===== src/rtl/color_centroid.sv =====
`timescale 1ns/1ps
// color_centroid: classifies an RGB565 pixel stream against a colour window,
// accumulates per-frame coordinate sums of the hits and divides them at each
// frame boundary to publish the object centroid.
// Optional macro COLOR_CENTROID_BBOX_EN adds a per-frame bounding box of hits.
module color_centroid #(
  parameter int unsigned H_PIXEL = 640,
  parameter int unsigned V_PIXEL = 480,
  parameter logic [4:0]  R_MIN   = 5'd20,
  parameter logic [5:0]  G_MAX   = 6'd24,
  parameter logic [4:0]  B_MAX   = 5'd12,
  parameter logic [19:0] MIN_PIX = 20'd64
) (
  input  logic        sys_clk,
  input  logic        sys_rst_n,
  input  logic        pix_vsync,
  input  logic        pix_href,
  input  logic        pix_wr_en,
  input  logic [15:0] pix_data,
  output logic        obj_valid,
  output logic        obj_found,
  output logic [11:0] obj_x,
  output logic [11:0] obj_y,
  output logic [19:0] obj_pix_cnt,
`ifdef COLOR_CENTROID_BBOX_EN
  output logic [11:0] obj_x_min,
  output logic [11:0] obj_x_max,
  output logic [11:0] obj_y_min,
  output logic [11:0] obj_y_max,
`endif
  output logic        busy
);

  localparam logic [11:0] X_LIM = 12'(H_PIXEL);
  localparam logic [11:0] Y_LIM = 12'(V_PIXEL);

  typedef enum logic [2:0] {IDLE, CHECK, DIV_X, DIV_Y, DONE} state_t;

  state_t      state, state_next;

  logic        vsync_r, vsync_rr, href_r, href_rr, wr_en_r;
  logic [15:0] data_r;
  logic        frame_start, line_start, line_end, start;

  logic [11:0] x_cnt, y_cnt, x_cur;
  logic        line_has_pix, in_range, color_hit, hit;
  logic        frame_seen;

  logic [31:0] sum_x, sum_y;
  logic [19:0] cnt;
  logic [31:0] snap_sum_x, snap_sum_y;
  logic [19:0] snap_cnt;

  logic [31:0] div_rem, div_quo;
  logic [32:0] div_shift;
  logic [31:0] div_sub;
  logic        div_ge;
  logic [4:0]  iter;
  logic [11:0] quo_x;
  logic        found;
  logic        publish;

`ifdef COLOR_CENTROID_BBOX_EN
  logic [11:0] x_min, x_max, y_min, y_max;
  logic [11:0] snap_x_min, snap_x_max, snap_y_min, snap_y_max;
`endif

  // Register the raw camera inputs and keep a delayed copy for edge detection
  always_ff @(posedge sys_clk or negedge sys_rst_n) begin
    if (!sys_rst_n) begin
      vsync_r  <= 1'b0;
      vsync_rr <= 1'b0;
      href_r   <= 1'b0;
      href_rr  <= 1'b0;
      wr_en_r  <= 1'b0;
      data_r   <= '0;
    end else begin
      vsync_r  <= pix_vsync;
      vsync_rr <= vsync_r;
      href_r   <= pix_href;
      href_rr  <= href_r;
      wr_en_r  <= pix_wr_en;
      data_r   <= pix_data;
    end
  end

  // Edge strobes, current pixel coordinate and colour-window classification
  always_comb begin
    frame_start = vsync_r & ~vsync_rr;
    line_start  = href_r & ~href_rr;
    line_end    = ~href_r & href_rr;
    start       = frame_start & frame_seen;
    x_cur       = line_start ? 12'd0 : x_cnt;
    in_range    = (x_cur < X_LIM) && (y_cnt < Y_LIM);
    color_hit   = (data_r[15:11] >= R_MIN) && (data_r[10:5] <= G_MAX) &&
                  (data_r[4:0] <= B_MAX);
    hit         = wr_en_r && in_range && color_hit;
  end

  // Track pixel x/y; only lines that actually carried pixels advance y
  always_ff @(posedge sys_clk or negedge sys_rst_n) begin
    if (!sys_rst_n) begin
      x_cnt        <= '0;
      y_cnt        <= '0;
      line_has_pix <= 1'b0;
    end else begin
      if (wr_en_r && (x_cur < X_LIM))
        x_cnt <= x_cur + 12'd1;
      else
        x_cnt <= x_cur;

      if (line_start)
        line_has_pix <= wr_en_r;
      else if (wr_en_r)
        line_has_pix <= 1'b1;

      if (frame_start)
        y_cnt <= '0;
      else if (line_end && (line_has_pix || wr_en_r) && (y_cnt < Y_LIM))
        y_cnt <= y_cnt + 12'd1;
    end
  end

  // Per-frame hit accumulation, cleared at every frame boundary
  always_ff @(posedge sys_clk or negedge sys_rst_n) begin
    if (!sys_rst_n) begin
      sum_x      <= '0;
      sum_y      <= '0;
      cnt        <= '0;
      frame_seen <= 1'b0;
`ifdef COLOR_CENTROID_BBOX_EN
      x_min      <= 12'hFFF;
      x_max      <= '0;
      y_min      <= 12'hFFF;
      y_max      <= '0;
`endif
    end else if (frame_start) begin
      sum_x      <= '0;
      sum_y      <= '0;
      cnt        <= '0;
      frame_seen <= 1'b1;
`ifdef COLOR_CENTROID_BBOX_EN
      x_min      <= 12'hFFF;
      x_max      <= '0;
      y_min      <= 12'hFFF;
      y_max      <= '0;
`endif
    end else if (hit) begin
      sum_x <= sum_x + {20'd0, x_cur};
      sum_y <= sum_y + {20'd0, y_cnt};
      if (cnt != 20'hFFFFF)
        cnt <= cnt + 20'd1;
`ifdef COLOR_CENTROID_BBOX_EN
      if (x_cur < x_min) x_min <= x_cur;
      if (x_cur > x_max) x_max <= x_cur;
      if (y_cnt < y_min) y_min <= y_cnt;
      if (y_cnt > y_max) y_max <= y_cnt;
`endif
    end
  end

  // Freeze the finished frame's totals so the next frame can accumulate freely
  always_ff @(posedge sys_clk or negedge sys_rst_n) begin
    if (!sys_rst_n) begin
      snap_sum_x <= '0;
      snap_sum_y <= '0;
      snap_cnt   <= '0;
`ifdef COLOR_CENTROID_BBOX_EN
      snap_x_min <= '0;
      snap_x_max <= '0;
      snap_y_min <= '0;
      snap_y_max <= '0;
`endif
    end else if (start) begin
      snap_sum_x <= sum_x;
      snap_sum_y <= sum_y;
      snap_cnt   <= cnt;
`ifdef COLOR_CENTROID_BBOX_EN
      snap_x_min <= x_min;
      snap_x_max <= x_max;
      snap_y_min <= y_min;
      snap_y_max <= y_max;
`endif
    end
  end

  // FSM state register
  always_ff @(posedge sys_clk or negedge sys_rst_n) begin
    if (!sys_rst_n)
      state <= IDLE;
    else
      state <= state_next;
  end

  // Next-state logic; a new frame boundary always restarts at CHECK
  always_comb begin
    state_next = state;
    case (state)
      IDLE:    state_next = IDLE;
      CHECK:   state_next = (snap_cnt < MIN_PIX) ? DONE : DIV_X;
      DIV_X:   if (iter == 5'd31) state_next = DIV_Y;
      DIV_Y:   if (iter == 5'd31) state_next = DONE;
      DONE:    state_next = IDLE;
      default: state_next = IDLE;
    endcase
    if (start)
      state_next = CHECK;
  end

  // One restoring-division step: shift in the next dividend bit and trial-subtract
  always_comb begin
    div_shift = {div_rem, div_quo[31]};
    div_ge    = div_shift >= {13'd0, snap_cnt};
    div_sub   = div_shift[31:0] - {12'd0, snap_cnt};
    publish   = (state == DONE) && !start;
    busy      = (state != IDLE);
  end

  // Divider datapath: x quotient first, then y, one quotient bit per cycle
  always_ff @(posedge sys_clk or negedge sys_rst_n) begin
    if (!sys_rst_n) begin
      div_rem <= '0;
      div_quo <= '0;
      iter    <= '0;
      quo_x   <= '0;
      found   <= 1'b0;
    end else if (!start) begin
      case (state)
        CHECK: begin
          found   <= !(snap_cnt < MIN_PIX);
          div_rem <= '0;
          div_quo <= snap_sum_x;
          iter    <= '0;
        end
        DIV_X, DIV_Y: begin
          div_rem <= div_ge ? div_sub : div_shift[31:0];
          div_quo <= {div_quo[30:0], div_ge};
          iter    <= iter + 5'd1;
          if ((state == DIV_X) && (iter == 5'd31)) begin
            quo_x   <= {div_quo[10:0], div_ge};
            div_rem <= '0;
            div_quo <= snap_sum_y;
          end
        end
        default: ;
      endcase
    end
  end

  // Publish results at DONE unless a new frame boundary just discarded them
  always_ff @(posedge sys_clk or negedge sys_rst_n) begin
    if (!sys_rst_n) begin
      obj_valid   <= 1'b0;
      obj_found   <= 1'b0;
      obj_x       <= '0;
      obj_y       <= '0;
      obj_pix_cnt <= '0;
`ifdef COLOR_CENTROID_BBOX_EN
      obj_x_min   <= '0;
      obj_x_max   <= '0;
      obj_y_min   <= '0;
      obj_y_max   <= '0;
`endif
    end else begin
      obj_valid <= publish;
      if (publish) begin
        obj_found   <= found;
        obj_x       <= found ? quo_x : 12'd0;
        obj_y       <= found ? div_quo[11:0] : 12'd0;
        obj_pix_cnt <= snap_cnt;
`ifdef COLOR_CENTROID_BBOX_EN
        obj_x_min   <= found ? snap_x_min : 12'd0;
        obj_x_max   <= found ? snap_x_max : 12'd0;
        obj_y_min   <= found ? snap_y_min : 12'd0;
        obj_y_max   <= found ? snap_y_max : 12'd0;
`endif
      end
    end
  end

endmodule

===== config.mk =====
export PLATFORM = sky130hd
export DESIGN_NAME = color_centroid
export DESIGN_NICKNAME = d
export VERILOG_FILES = /design/src/rtl/color_centroid.sv
export SDC_FILE = /design/constraint.sdc
export NUM_CORES = 1
export LEC_CHECK = 0
export CORE_MARGIN = 4
export CORE_UTILIZATION = 50
export CTS_BUF_LIST = sky130_fd_sc_hd__clkbuf_8
export DETAILED_ROUTE_END_ITERATION = 16
export PLACE_DENSITY = 0.76
export SLEW_MARGIN = 20
export SYNTH_ARGS = -nofsm -noshare
export SYNTH_HDL_FRONTEND = slang
export SYNTH_SLANG_ARGS = --single-unit

===== constraint.sdc =====
create_clock -name sys_clk -period 3.5 [get_ports sys_clk]
set_input_delay 0.7 -clock sys_clk [delete_from_list [all_inputs] [get_ports sys_clk]]
set_output_delay 0.7 -clock sys_clk [all_outputs]
set_load 0.005 [all_outputs]

==> flow_metrics.tcl, run 1 <==
set metrics [dict create \
    outcome "finished, final reports clean" \
    hpwl_mm 27.0 \
    leakage_nw 9.05 \
    routedWlPerCell_microns 17.2 \
    clock_latency_ps 600 \
    root_buffer "clkbuf_8" \
    syn_to_final_growth_pct 14.5 \
    synthMuxAreaShare_pct 2.69 \
    grt_max_degree 88 \
    fillers 2806 \
    synth.net_count 1807 \
    worstHoldPathType "in -> async" \
    crit_type "reg -> reg" \
    slew_violations 0 \
    num_rows 66 \
    synth_xor_area_share_pct 4.85 \
    cts_tree "built" \
    place_congestion 0.908 \
    initial_core_util_pct 50.9 \
    async_flop_share_pct 100 \
    synthTopCellsByArea "dfrtp_1 52%, nand2_1 8.3%, ha_1 3.7%" \
    grt_pass1_wl_mm 66.3 \
    synth.cell_area_sq_mm 0.0166 \
    cap_violations 0 \
    worst_slew_margin_rel_pct 29.4 \
    period_needed_ps 3260 \
    drc 0 \
    clock_skew_ps 35.6 \
    core_area_sq_mm 0.0327 \
    grt_pass1_vias 13300 \
    crit_required_ps 3920 \
    synth.top_cells.by_count "366 x nand2_1, 344 x dfrtp_1, 159 x nor2_1" \
    io_buffers 65 \
    htree_levels 2 \
    synthSimpleGateAreaFrac_pct 19.2 \
    die_w_microns 190 \
    clockBufferDepth 3 \
    yosysWarnings 0 \
    final_layout_size_suffix_gt1_share_pct 8.79 \
    overflow 0 \
    die_h_microns 190 \
    clock-sinks 344 \
    vias_per_cell 5.75 \
    max_clock_freq_ghz 0.307 \
    nets 1881 \
    min_period_over_period_pct 93.1 \
    hold_viol 0 \
    track_usage_pct 22.1 \
    drt_wl_total_mm 39.5 \
    cts-buffers-inserted 56 \
    synth_seq_cells 344 \
    yosysMostFrequentCell "nand2_1" \
    yosysTopAreaCellShare_pct 51.8 \
    p_per_area_mw_per_mm2 441 \
    end_kind "register" \
    io_pins 68 \
    start_kind "register" \
    ys.flop_type "dfrtp_1" \
    fin_area_sq_mm 0.0190 \
    post-route-util_pct 58.2 \
    power.total_mw 8.39 \
    antenna_found_initial 0 \
    yosysSeqAreaShare_pct 51.8 \
    antennaDiodeCount 0 \
    worstPathArrival_ps 3680 \
    syn_inst 1734 \
    setup_viol 0 \
    ant_nets 0 \
    drt_first_pass_iters 5 \
    cts.reportedPaths.clkPinSlew_ps 60 \
    synth_top_area_cell "dfrtp_1" \
    ys_types 76 \
    max-vdd-ir-drop_v 0.000278 \
    dieArea_sq_mm 0.0362 \
    rsz0062_at_grt "no" \
    drt-initial-drc-count 1107 \
    path_max_fanout 14 \
    synth_top_family_by_area "simple AND/OR/NAND/NOR gates" \
    syn_avg_cell_area_sq_um 9.59 \
    post_dp_cell_area_sq_mm 0.0178 \
    synth_edf_count 0 \
    synth_compound_area_share_pct 14.5 \
    worst_pin_slew_ps 1060 \
    synth-adder-area-share_pct 4.05 \
    vias 13200 \
]
==> report_power, final <==
group / switching (mW) / leakage (nW) / total, mW / internal (mW)
Clock: 1.58 / 0.687 / 3.57 / 2.00
Combinational: 0.452 / 3.62 / 0.715 / 0.263
Sequential: 0.0613 / 4.74 / 4.10 / 4.04
Total: 2.09 / 9.05 / 8.39 / 6.30
==> worst paths after layout <==
| path | startpoint | to | slack (ps) | cells past startpoint |
|---|---|---|---|---|
| worst max-delay path | href_rr | sum_x[27] | 240 | 11 |
| worst min-delay path | sys_rst_n | div_rem[7] | 70 | 1 |
| worst max register to register | href_rr | sum_x[27] | 240 | 11 |
| worst min register to register | href_r | href_rr | 410 | 0 |
| max in group asynchronous | sys_rst_n | snap_sum_x[16] | 2350 | 2 |
| min in group sys_clk | href_r | href_rr | 410 | 0 |
==> worst max-delay path, cell delays in order (launching register included) <==
cell,delay [ps]
dfrtp_1,360
nand2b_1,170
buf_4,180
and2_1,200
ha_1,340
a211o_1,320
a211oi_1,390
o31ai_2,200
a2111oi_4,440
or2_1,270
or4_1,150
a21oi_1,60
==> metal layers <==
layer	part of all wire [%]	vias up	track usage, %
met3	6.2	109	4.43
met1	44	6453	28.9
met4	3.4	0	8.40
met5	0	-	0
li1	-	6218	-
met2	47	416	36.5
==> kinds of logic (layout without fill, tap and decap cells) <==
| group | Yosys count | in the layout |
|---|---|---|
| compound gates | 355 | 355 |
| xor+xnor | 92 | 92 |
| fa+ha+maj | 52 | 52 |
| buf+inv | 126 | 246 |
| flops | 344 | 344 |
| mux | 43 | 43 |
| simple gates | 722 | 722 |
==> registers in the layout, summed over array words and instances (netlist names), 3 cells and up <==
name	count
sum_y	32
obj_y	12
sum_x	32
snap_cnt	20
data_r	14
state	3
iter	5
obj_x	12
obj_pix_cnt	20
y_cnt	12
quo_x	12
cnt	20
div_rem	32
snap_sum_x	32
x_cnt	12
snap_sum_y	32
div_quo	32
==> layout make-up <==
type | instances | area (sq um) | area share, %
Sequential cell | 344 | 8610 | 45.2
Clock inverter | 32 | 194 | 1.02
Inverter | 42 | 158 | 0.828
Timing Repair Buffer | 100 | 968 | 5.09
Tap cell | 442 | 553 | 2.90
Multi-Input combinational cell | 1264 | 7570 | 39.7
Clock buffer | 72 | 991 | 5.20
==> placed cells by master, fill, tap and decap left out, types with 21 or more instances in the layout <==
cell and count:
dfrtp_1 344, a21oi_1 53, mux2i_1 30, xnor2_1 54
o22ai_1 31, nor3_1 27, o21ai_0 114, inv_1 57
nand3_1 33, ha_1 49, nand2_1 365, clkbuf_8 72
clkdlybuf4s50_1 64, a221o_1 34, nand4_1 21, buf_4 31
nor2_1 157, xor2_1 38
==> through the flow <==
step | instances | TNS [ps] | setup WS [ps] | hold WS (ps)
after global placement | 2192 | 0 | 32.8 | 389
after floorplan | 1734 | 0 | 197 | 368
final | 2296 | 0 | 241 | 74.0
after global routing | 2296 | 0 | 7.28 | 125
after CTS | 2296 | 0 | 57.5 | 105
after detailed placement | 2192 | -2.59 | -2.59 | 400
==> what timing repair did <==
item                                    4_1_cts  5_1_grt
hold buffers                                  0        0
resized for setup                             1        2
endpoints found under the setup margin        6       10
setup buffers                                 0        0
(Power assumes the default switching activity.)
==> run 2: changes to the inputs <==
Settings changed: DONT_BUFFER_PORTS set to 1, HOLD_SLACK_MARGIN set to 0.15, PLACE_DENSITY 0.76 to 0.74.
==> run 2 against run 1 <==
The run now ends with hold timing left; first-iteration DRC count shrank 14%; wire length down 1.7%; global-route usage is 0.25 points lower; cell area fell by 2.9%; clock skew up 4.6 ps; via count is 2.5% lower; sequential power is essentially flat; clock power is essentially flat; critical path type unchanged; critical endpoint is now div_rem[16]; largest cell class unchanged; largest power group unchanged.
==> flow_metrics.tcl, run 2 (synthesized netlist as in run 1, its figures left out) <==
set metrics [dict create \
    hpwl_mm 25.7 \
    slew_violations 0 \
    grt_pass1_vias 13000 \
    worstHoldPathType "in -> async" \
    worst_path_largest_cell_delay_ps 620 \
    clock-sinks 344 \
    vias_per_cell 5.73 \
    layout_common_cells "365 x nand2_1, 344 x dfrtp_1, 157 x nor2_1, 114 x o21ai_0, 74 x clkbuf_8" \
    antennaDiodeCount 0 \
    final_layout_size_suffix_gt1_share_pct 8.77 \
    die_w_microns 190 \
    crit_type "reg -> reg" \
    outcome "complete, but fails checks" \
    post-route-util_pct 56.6 \
    end_kind "register" \
    power.total_mw 8.31 \
    dieArea_sq_mm 0.0362 \
    routedWlPerCell_microns 17.3 \
    cts.reportedPaths.clkPinSlew_ps 60 \
    stdcell_count 2244 \
    cts_tree "built" \
    grt_max_degree 345 \
    wl_met3_mm 1.69 \
    vias 12900 \
    maxUsedRoutingLayer "met4" \
    m1WireLength_mm 17.8 \
    cts_hold_buf 17 \
    grt_pass1_wl_mm 65.6 \
    drt-initial-drc-count 950 \
    leakage_nw 8.83 \
    clockBufferDepth 3 \
    drc 0 \
    post_dp_cell_area_sq_mm 0.0171 \
    min_period_over_period_pct 94.2 \
    cp_cell_sequence "inv_1, ha_1, a2111oi_0, a211oi_1, a21boi_1, a21o_1, a2111oi_0, nor3_1, xor2_1, a31o_2" \
    cap_violations 0 \
    cts-buffers-inserted 57 \
    cpLargestDelayFamily "compound AO/OA/AOI/OAI gates" \
    crit_slowest_cell "a2111oi_0" \
    crit_required_ps 4010 \
    p_per_area_mw_per_mm2 449 \
    track_usage_pct 21.8 \
    setup_viol 0 \
    clock_skew_ps 40.2 \
    drt_first_pass_iters 7 \
    fin_ws_ps 203 \
    worst_pin_slew_ps 1460 \
    pre_cts_slack_ps 109 \
    failed_checks "hold timing" \
    hold_slack_ps -223 \
    dr_wl_met2_mm 18.5 \
    drt_wl_total_mm 38.8 \
    cpMostUsedCell "a2111oi_0" \
    io_pins 68 \
    layout_commonest_cell "nand2_1" \
    worst_slew_margin_rel_pct 2.97 \
    worstPathArrival_ps 3810 \
    ant_nets 0 \
    timing.setup.tns_ps 0 \
    rsz0062_at_grt "no" \
    hold_viol 58 \
    max_clock_freq_ghz 0.303 \
    start_kind "register" \
    core_area_sq_mm 0.0327 \
    syn_to_final_growth_pct 11.2 \
    io_buffers 0 \
    root_buffer "clkbuf_8" \
    die_h_microns 190 \
    fin_area_sq_mm 0.0185 \
    period_needed_ps 3300 \
    overflow 0 \
    antenna_found_initial 0 \
    htree_levels 2 \
    clock_latency_ps 630 \
    path_buf_inv 1 \
    initial_core_util_pct 50.9 \
    num_rows 66 \
    path_max_fanout 6 \
    nets 1829 \
    dp_cells 2121 \
    max-vdd-ir-drop_v 0.000395 \
    place_congestion 0.950 \
]
-- run 2: cell types whose count changed in the layout (fill, tap and decap cells not counted), sizes merged --
cell	previous run	this run
clkbuf	72	74
clkdlybuf4s50	64	0
bufinv	2	1
clkinvlp	0	3
clkinv	14	8
buf	36	30
inv	58	61
dlygate4sd3	0	17
-- run 2: worst paths after layout --
path / startpoint / to / slack (ps) / cells past startpoint
worst max-delay path: snap_cnt[7] / div_rem[16] / 200 / 10
worst min-delay path: sys_rst_n / div_rem[5] / -220 / 0
worst max register to register: snap_cnt[7] / div_rem[16] / 200 / 10
worst min register to register: href_r / href_rr / 400 / 0
max in group asynchronous: sys_rst_n / y_cnt[9] / 2530 / 0
min in group sys_clk: href_r / href_rr / 400 / 0
-- run 2: report_power, final --
| part | switching [mW] | internal (mW) |
|---|---|---|
| combinational | 0.375 | 0.237 |
| sequential | 0.0614 | 4.04 |
| clock | 1.62 | 1.97 |
-- run 2: cell type report --
| cell class | count | area, sq um |
|---|---|---|
| flip-flops and latches | 344 | 8610 |
| clock buffers | 74 | 1020 |
| repair buffers | 47 | 399 |
| well taps | 442 | 553 |
| clock inverters | 31 | 173 |
| inverters | 42 | 158 |
| multi-input cells | 1264 | 7580 |
| fillers | 2826 | 14200 |
-- run 2: timing repair --
item                                    4_1_cts  5_1_grt
gates resized for setup                       0        7
setup buffers                                 0        0
endpoints found under the setup margin        0       15
hold endpoints to repair                    361      344
-- run 2: routing by layer --
layer  track usage (%)  vias up
li1                  -     6105
met1              30.0     6351
met2              36.4      337
met3              3.13       68
met4              6.33        0
met5                 0        -
==> run 3: changes to the inputs <==
Settings changed: DONT_BUFFER_PORTS 1 to not set, PLACE_DENSITY 0.74 to 0.76.
==> run 3 against run 2 <==
The run now ends clean; sequential share of layout area shrank 1.4 points; core utilization is 1.7 points higher; clock skew shrank 5.6 ps; hold slack better by 630 ps; first-iteration DRC count grew 18%; clock power about the same; critical path type unchanged; largest cell class unchanged; largest power group unchanged; highest routed layer unchanged.
==> flow_metrics.tcl, run 3 (synthesized netlist as in run 1, its figures left out) <==
set metrics [dict create \
    cts.reportedPaths.clkPinSlew_ps 60 \
    die_w_microns 190 \
    crit_type "reg -> reg" \
    track_usage_pct 22.1 \
    drc 0 \
    vias_per_cell 5.74 \
    cp_cell_sequence "nand2b_1, nand2_1, inv_1, ha_1, fa_1, a21o_1, a21o_1, a2111oi_2, o21ai_1, o41ai_4, buf_4, nor4_1, xnor2_1, nor2_1" \
    drt_first_pass_iters 5 \
    fin_ws_ps 244 \
    worst_path_largest_cell_delay_ps 420 \
    max-vdd-ir-drop_v 0.000278 \
    stdcell_count 2297 \
    clock-sinks 344 \
    slew_violations 0 \
    antenna_found_initial 0 \
    grt_pass1_vias 13300 \
    min_period_over_period_pct 93.0 \
    cts-buffers-inserted 56 \
    worstHoldPathType "reg -> reg" \
    p_per_area_mw_per_mm2 440 \
    ant_nets 0 \
    end_kind "register" \
    period_needed_ps 3260 \
    leakage_nw 9.05 \
    setup_viol 0 \
    vias 13200 \
    overflow 0 \
    io_buffers 65 \
    cpMostUsedCell "a21o_1" \
    drt_wl_total_mm 39.6 \
    seq_area_sq_mm 0.00861 \
    crit_required_ps 3930 \
    htree_levels 2 \
    cap_violations 0 \
    clock_skew_ps 34.6 \
    core_area_sq_mm 0.0327 \
    worst_pin_slew_ps 1050 \
    path_max_fanout 10 \
    start_kind "register" \
    io_pins 68 \
    max_clock_freq_ghz 0.307 \
    pre_cts_slack_ps -2.59 \
    final_layout_size_suffix_gt1_share_pct 8.79 \
    place_congestion 0.908 \
    layout_common_cells "365 x nand2_1, 344 x dfrtp_1, 157 x nor2_1, 114 x o21ai_0, 72 x clkbuf_8" \
    dp_cells 2192 \
    dieArea_sq_mm 0.0362 \
    syn_to_final_growth_pct 14.6 \
    hold_viol 0 \
    nets 1882 \
    hold_slack_ps 405 \
    crit_slowest_cell "a2111oi_2" \
    num_rows 66 \
    grt_pass1_wl_mm 66.3 \
    grt_max_degree 88 \
    hpwl_mm 27.0 \
    multiInputGateArea_sq_mm 0.00757 \
    root_buffer "clkbuf_8" \
    die_h_microns 190 \
    worstPathArrival_ps 3690 \
    drt-initial-drc-count 1119 \
    rsz0062_at_grt "no" \
    clock_latency_ps 600 \
    fillers 2805 \
    layout_commonest_cell "nand2_1" \
    cts_tree "built" \
    initial_core_util_pct 50.9 \
    routedWlPerCell_microns 17.2 \
    clockBufferDepth 3 \
    worst_slew_margin_rel_pct 30.2 \
    timing.setup.tns_ps 0 \
    outcome "finished, final reports clean" \
    antennaDiodeCount 0 \
]
[run 3: changes by cell type in the layout (fill, tap and decap cells not counted), moves of 2 or more]
cell | previous run | this run
dlygate4sd3_1 | 17 | 1
clkbuf_8 | 74 | 72
buf_12 | 0 | 4
clkinv_2 | 7 | 13
buf_4 | 29 | 31
clkdlybuf4s50_1 | 0 | 64
clkinvlp_4 | 3 | 0
inv_1 | 59 | 57
[run 3: worst max-delay path, delay by kind of cell (launching register included)]
family / cells / cell delay (ps)
AO/OA/AOI/OAI: 5 / 1270
XOR/XNOR: 1 / 160
adder cells (fa/ha/maj): 2 / 620
buffers and inverters: 2 / 290
flip-flops: 1 / 360
AND/OR/NAND/NOR: 4 / 400
[run 3: where the power goes]
group / internal (mW) / switching (mW) / total [mW]
sequential: 4.04 / 0.0608 / 4.10
combinational: 0.264 / 0.451 / 0.715
clock: 2.00 / 1.57 / 3.57
total: 6.30 / 2.09 / 8.39
[run 3: final timing paths]
path	startpoint	endpoint	slack [ps]	cells after the start
worst max-delay path	href_rr	sum_x[24]	240	14
worst min-delay path	href_r	href_rr	410	0
worst max register to register	href_rr	sum_x[24]	240	14
worst min register to register	href_r	href_rr	410	0
max in group asynchronous	sys_rst_n	snap_sum_x[16]	1750	3
min in group asynchronous	sys_rst_n	div_rem[7]	680	2
[run 3: final cells by class]
class,count,area share [%]
Tap cell,442,2.90
Clock inverter,32,1.02
Inverter,42,0.828
Clock buffer,72,5.20
Timing Repair Buffer,101,5.14
Multi-Input combinational cell,1264,39.7
Sequential cell,344,45.2
[run 3: metal layers]
layer | wire [microns] | up-vias | global-route usage (%)
met1 | 17200 | 6456 | 28.9
met2 | 18500 | 415 | 36.5
met4 | 1270 | 0 | 8.40
li1 | - | 6226 | -
met5 | 0 | - | 0
met3 | 2600 | 99 | 4.41
[run 3: metrics by stage]
stage	util [%]	cell area, sq um	power, mW
after CTS	58.2	19000	8.48
after floorplan	-	16600	4.60
final	58.3	19100	8.39
after global placement	54.6	17800	4.86
after detailed placement	54.6	17800	4.89
after global routing	58.3	19100	8.77
[run 3: what timing repair did]
action                                  in CTS  in global routing
hold buffers                                 1                  0
resized for setup                            1                  2
gates cloned                                 0                  0
setup buffers                                0                  0
endpoints found under the hold margin       48                  0
endpoints found under the setup margin       6                 10
